File: src/rtl/note_player.sv
// note_player: playback sequencer behind the note memory.
// Rewinds the memory, fetches one note code at a time and plays it as a
// square wave for NOTE_CYC cycles, followed by a GAP_CYC silent gap.
// Playback ends when the memory runs out or stop is asserted.
//
// Memory handshake: mem_read_en is a one-cycle request. The memory answers
// on the following cycle with mem_ready/mem_data, which are sampled while
// in LATCH. mem_ready=0 at that point means no further notes.
// All outputs are registered and derived from the next state, so each one
// changes on the same edge that enters the corresponding state.
module note_player #(
  parameter int DATA_WIDTH = 8,
  parameter int NOTE_CYC   = 25_000_000,
  parameter int GAP_CYC    = 2_500_000,
  parameter int TONE_SHIFT = 0
) (
  input  logic                  clk,
  input  logic                  rst_n,
  input  logic                  start,
  input  logic                  stop,
  input  logic [DATA_WIDTH-1:0] mem_data,
  input  logic                  mem_ready,
  output logic                  mem_read_en,
  output logic                  mem_read_rst,
  output logic [DATA_WIDTH-1:0] note_out,
  output logic                  buzzer,
  output logic                  playing,
  output logic                  done
);

  typedef enum logic [2:0] {
    S_IDLE   = 3'd0,
    S_REWIND = 3'd1,
    S_FETCH  = 3'd2,
    S_LATCH  = 3'd3,
    S_PLAY   = 3'd4,
    S_GAP    = 3'd5,
    S_FINISH = 3'd6
  } state_t;

  localparam logic [31:0] NOTE_LAST = 32'(NOTE_CYC - 1);
  localparam logic [31:0] GAP_LAST  = 32'(GAP_CYC - 1);

  state_t state;
  state_t next_state;

  logic [31:0] dur_cnt;
  logic [19:0] tone_cnt;
  logic [19:0] half_q;
  logic [19:0] base_period;
  logic [19:0] scaled_period;
  logic [19:0] half_d;
  logic        tone_hit;
  logic        stay_play;

  logic                  read_en_d;
  logic                  read_rst_d;
  logic [DATA_WIDTH-1:0] note_d;
  logic                  buzzer_d;
  logic                  playing_d;
  logic                  done_d;

  // Decode the fetched code into a half-period; 0 marks a rest (silent).
  always_comb begin
    base_period = 20'd0;
    case (mem_data[3:0])
      4'd1:    base_period = 20'd191110;
      4'd2:    base_period = 20'd170265;
      4'd3:    base_period = 20'd151685;
      4'd4:    base_period = 20'd143172;
      4'd5:    base_period = 20'd127551;
      4'd6:    base_period = 20'd113636;
      4'd7:    base_period = 20'd101239;
      default: base_period = 20'd0;
    endcase
    scaled_period = base_period >> TONE_SHIFT;
    case (mem_data[5:4])
      2'd0:    half_d = scaled_period << 1;
      2'd1:    half_d = scaled_period;
      2'd2:    half_d = scaled_period >> 1;
      default: half_d = 20'd0;
    endcase
  end

  assign tone_hit  = (half_q != 20'd0) && (tone_cnt == half_q - 20'd1);
  assign stay_play = (state == S_PLAY) && (next_state == S_PLAY);

  // Next-state logic; stop overrides everything outside IDLE and FINISH.
  always_comb begin
    next_state = state;
    case (state)
      S_IDLE:   if (start && !stop) next_state = S_REWIND;
      S_REWIND: next_state = S_FETCH;
      S_FETCH:  next_state = S_LATCH;
      S_LATCH:  next_state = mem_ready ? S_PLAY : S_FINISH;
      S_PLAY:   if (dur_cnt >= NOTE_LAST) next_state = S_GAP;
      S_GAP:    if (dur_cnt >= GAP_LAST) next_state = S_FETCH;
      S_FINISH: next_state = S_IDLE;
      default:  next_state = S_IDLE;
    endcase
    if (stop && state != S_IDLE && state != S_FINISH) next_state = S_FINISH;
  end

  // Output values for the coming cycle, keyed on the state being entered.
  always_comb begin
    read_rst_d = (next_state == S_REWIND);
    read_en_d  = (next_state == S_FETCH);
    done_d     = (next_state == S_FINISH);
    playing_d  = (next_state != S_IDLE);
    note_d     = '0;
    buzzer_d   = 1'b0;
    if (next_state == S_PLAY) note_d = (state == S_LATCH) ? mem_data : note_out;
    if (stay_play) buzzer_d = tone_hit ? ~buzzer : buzzer;
  end

  // State, counters and registered outputs.
  always_ff @(posedge clk) begin
    if (!rst_n) begin
      state        <= S_IDLE;
      dur_cnt      <= 32'd0;
      tone_cnt     <= 20'd0;
      half_q       <= 20'd0;
      mem_read_en  <= 1'b0;
      mem_read_rst <= 1'b0;
      note_out     <= '0;
      buzzer       <= 1'b0;
      playing      <= 1'b0;
      done         <= 1'b0;
    end else begin
      state <= next_state;
      // Duration counter restarts on every state change and saturates.
      if (next_state != state || state == S_IDLE) dur_cnt <= 32'd0;
      else if (dur_cnt != 32'hFFFF_FFFF)          dur_cnt <= dur_cnt + 32'd1;
      if (stay_play) tone_cnt <= tone_hit ? 20'd0 : tone_cnt + 20'd1;
      else           tone_cnt <= 20'd0;
      if (state == S_LATCH) half_q <= half_d;
      mem_read_en  <= read_en_d;
      mem_read_rst <= read_rst_d;
      note_out     <= note_d;
      buzzer       <= buzzer_d;
      playing      <= playing_d;
      done         <= done_d;
    end
  end

endmodule

File: config.mk
export PLATFORM = sky130hd
export DESIGN_NAME = note_player
export DESIGN_NICKNAME = d
export VERILOG_FILES = /design/src/rtl/note_player.sv
export SDC_FILE = /design/constraint.sdc
export NUM_CORES = 1
export LEC_CHECK = 0
export CAP_MARGIN = 10
export CORE_MARGIN = 2
export CORE_UTILIZATION = 45
export CTS_BUF_LIST = sky130_fd_sc_hd__clkbuf_8
export CTS_CLUSTER_SIZE = 24
export DETAILED_ROUTE_END_ITERATION = 7
export GPL_TIMING_DRIVEN = 0
export PLACE_DENSITY = 0.65
export SYNTH_ARGS = -nofsm -noshare
export SYNTH_HDL_FRONTEND = slang
export SYNTH_SLANG_ARGS = --single-unit
File: constraint.sdc
create_clock -name clk -period 3.4 [get_ports clk]
set_input_delay 0.68 -clock clk [delete_from_list [all_inputs] [get_ports clk]]
set_output_delay 0.68 -clock clk [all_outputs]
set_load 0.05 [all_outputs]
==> summary.txt, run 1 <==
synth cell count leaders = 87 x dfxtp_1, 66 x nor2_1, 54 x nor3_1
CP required = 3.63 ns
sequential cell area fraction in the yosys report = 34.72%
die footprint = 12010 um^2
pin count of the biggest net entering global routing = 16
family with the most delay on the worst path = simple AND/OR/NAND/NOR gates
Max Cap Viol = 0
vias per cell = 5.884
Final period util = 93.98%
CP endpoint kind = flop
top routing layer used = met4
clk_skew = 0.009733 ns
I/O pin count = 26
pwr dens = 460.4 nW/um^2
Final Hold Viols = 0
I/O Buffers = 23
CP startpoint kind = flop
CTS tree = done
hold buffers post-CTS = 0
cell taking the most area after synthesis = dfxtp_1
Iter 0 DRT Violations = 353
die width = 109.6 um
Final Non-Filler Cells = 820
top cell type's share of synthesized area = 34.72%
initial core utilization = 46.27%
Total Routed Length = 13180 um
LEAKAGE = 1.958 nW
CTS Buffer Depth = 2
Worst-path clk slew = 0.09 ns
die height = 109.6 um
Routed WL per cell = 16.07 um
DRC viols = 0
clock tree root driver cell = clkbuf_8
Post-Syn Area = 5016 um^2
WL met1 = 5776 um
routability cong. = 0.9705
max_slew headroom = 54.38%
final setup fails = 0
Final Critical Period = 3.195 ns
Post-CTS Setup Inserts = 0
Tot Pwr = 0.002604 W
Yosys cell types = 67
detailed placer's ending HPWL = 9714 um
Max rail drop VDD = 0.3632 mV
worst skew pair latency = 0.37 ns
total grt overflow = 0
vias in the first global route = 4420
crit path cell chain = nor4_4, nand4_2, or3_1, a2111oi_2, nand4_1, o31ai_1, clkbuf_1, nor3_1
DR WL met2 = 6451 um
CTS H-tree depth = 3
slowest stage delay, CP = 0.51 ns
min-delay worst type = reg -> reg
unrepaired setup endpoints after global routing = yes
Worst EP arrival = 3.43 ns
NumNets Final = 691
Area Growth Syn to Fin = 12.77%
Seq cells post-synth = 87
DR vias = 4825
# placed instances = 804
total track usage = 22.91%
Synth area leaders = dfxtp_1 35%, xor2_1 7.3%, nor3_1 5.4%
critical path class = reg -> reg
ys async rst share = 0%
Slowest-stage cell, CP = nor4_4
clock sinks = 87
first-pass GRT wire length = 21490 um
worst path bufs/invs = 1
Cells after Synth = 635
share of cells above drive strength 1 = 5.294%
drt pass-1 iters = 4
TritonCTS Buffers = 9
max-slew violation count = 0
# rows = 38
Crit path depth = 8
ANT cells = 0
WL met3 = 708 um
initial antenna violation count = 0
Top FF cell, synth = dfxtp_1
top-count cell post-synth = dfxtp_1
CTS resizes = 0
DRT antenna net count = 0
number of synthesized flops with an enable pin = 0
CORE AREA = 10840 um^2
Hold Crit Depth = 2
worst reg2reg path depth = 8
slew of the pin with the lowest slew margin = 0.6843 ns
status = finished, final reports clean
Synth Warn # = 0
FILL cells = 1053
fmax = 312.9 MHz
crit path max fanout = 10
Avg Inst Size Synth = 7.899 um^2
==> flip-flops by register name (all words and copies together) (netlist names) <==
register	count
dur_cnt	32
tone_cnt	20
half_q	19
note_out	8
state	3
buzzer	1
done	1
mem_read_en	1
mem_read_rst	1
playing	1
==> path summary, 6_finish.rpt <==
path | slack (ns) | startpoint | end
worst max register to register | 0.20 | half_q[3] | tone_cnt[14]
worst min-delay path | 0.50 | note_out[1] | note_out[1]
worst min register to register | 0.50 | note_out[1] | note_out[1]
worst max-delay path | 0.20 | half_q[3] | tone_cnt[14]
==> cell type report <==
type,count,area (um^2),area share [%]
Clock inverter,6,67.56,1.194
Buffer,40,158.9,2.809
Clock buffer,10,137.6,2.433
Timing Repair Buffer,23,230.2,4.070
Tap cell,140,175.2,3.097
Sequential cell,87,1742,30.79
Inverter,8,30.03,0.5309
Multi-Input combinational cell,506,3115,55.08
==> placed cells by master, fill, tap and decap left out, types with 5 or more instances in the layout <==
master            n
dfxtp_1          87
nor2_1           66
nor3_1           54
nand2_1          48
xor2_1           42
a21oi_1          40
clkbuf_1         35
o21ai_0          29
nand4_1          26
clkdlybuf4s50_1  23
xnor2_1          21
nand3_1          14
and3_1           13
nand2b_1         12
a22oi_1          11
nor4_1           10
clkbuf_8         10
and2_1            8
or4_1             7
conb_1            7
inv_1             6
o211ai_1          6
nor2b_1           6
mux2i_1           6
a211oi_1          5
==> logic make-up (layout without fill, tap and decap cells) <==
logic type	Yosys count	in the layout	share of synthesized area (%)
and+or+nand+nor	294	294	30.81
AOI/OAI and AO/OA	131	131	17.24
DFF	87	87	34.72
xor gates and xnor gates	63	63	11.00
buffers and inverters	48	87	3.767
muxes	8	8	1.646
adders and majority gates	3	3	0.7484
other	1	7	0.07476
==> routing by layer <==
layer  GRT usage (%)  vias to the layer above
li1                -                     2392
met1           29.74                     2269
met2           38.18                      146
met5               0                        -
met4           8.590                        0
met3           3.794                       18
==> worst min-delay path: cells and delay by family, from the launching register on <==
family / cells / cell delay, ns
flops: 1 / 0.34
compound gates: 1 / 0.06
simple gates: 1 / 0.07
==> power by group <==
| group | internal [W] | switching (W) | total [W] |
|---|---|---|---|
| registers | 0.00107 | 0.0000359 | 0.00110 |
| logic | 0.000238 | 0.000515 | 0.000753 |
| clock network | 0.000363 | 0.000387 | 0.000750 |
==> stage by stage <==
stage / setup TNS [ns] / util, % / hold slack, ns / instance area [um^2] / setup WS (ns)
detailed placement: 0 / 50.22 / 0.4873 / 5444 / 0.1007
CTS: 0 / 52.11 / 0.5096 / 5649 / 0.07403
finish: 0 / 52.18 / 0.5018 / 5657 / 0.2046
global route: -0.008988 / 52.18 / 0.5437 / 5657 / -0.008988
global placement: 0 / 50.22 / 0.4778 / 5444 / 0.1385
floorplan: 0 / - / 0.4660 / 5039 / 0.6146
Power figures use the tool's default switching activity.
==> run 2: changes to the inputs <==
--- a/config.mk
+++ b/config.mk
@@ -9,6 +9,7 @@
 export CORE_MARGIN = 2
 export CORE_UTILIZATION = 45
 export CTS_BUF_LIST = sky130_fd_sc_hd__clkbuf_8
+export CTS_CLUSTER_DIAMETER = 120
 export CTS_CLUSTER_SIZE = 24
 export DETAILED_ROUTE_END_ITERATION = 7
 export GPL_TIMING_DRIVEN = 0
==> constraint.sdc (replaced) <==
create_clock -name clk -period 3.4 [get_ports clk]
set_input_delay 0.68 -clock clk [delete_from_list [all_inputs] [get_ports clk]]
set_output_delay 0.68 -clock clk [all_outputs]
set_load 0.01 [all_outputs]
==> results of run 2 <==
The final DEF is identical to that of run 1. Status: finished, final reports clean.
Among the figures that moved: total power 0.002604 W -> 0.002544 W; worst IR drop on VDD 0.3632 mV -> 0.3052 mV
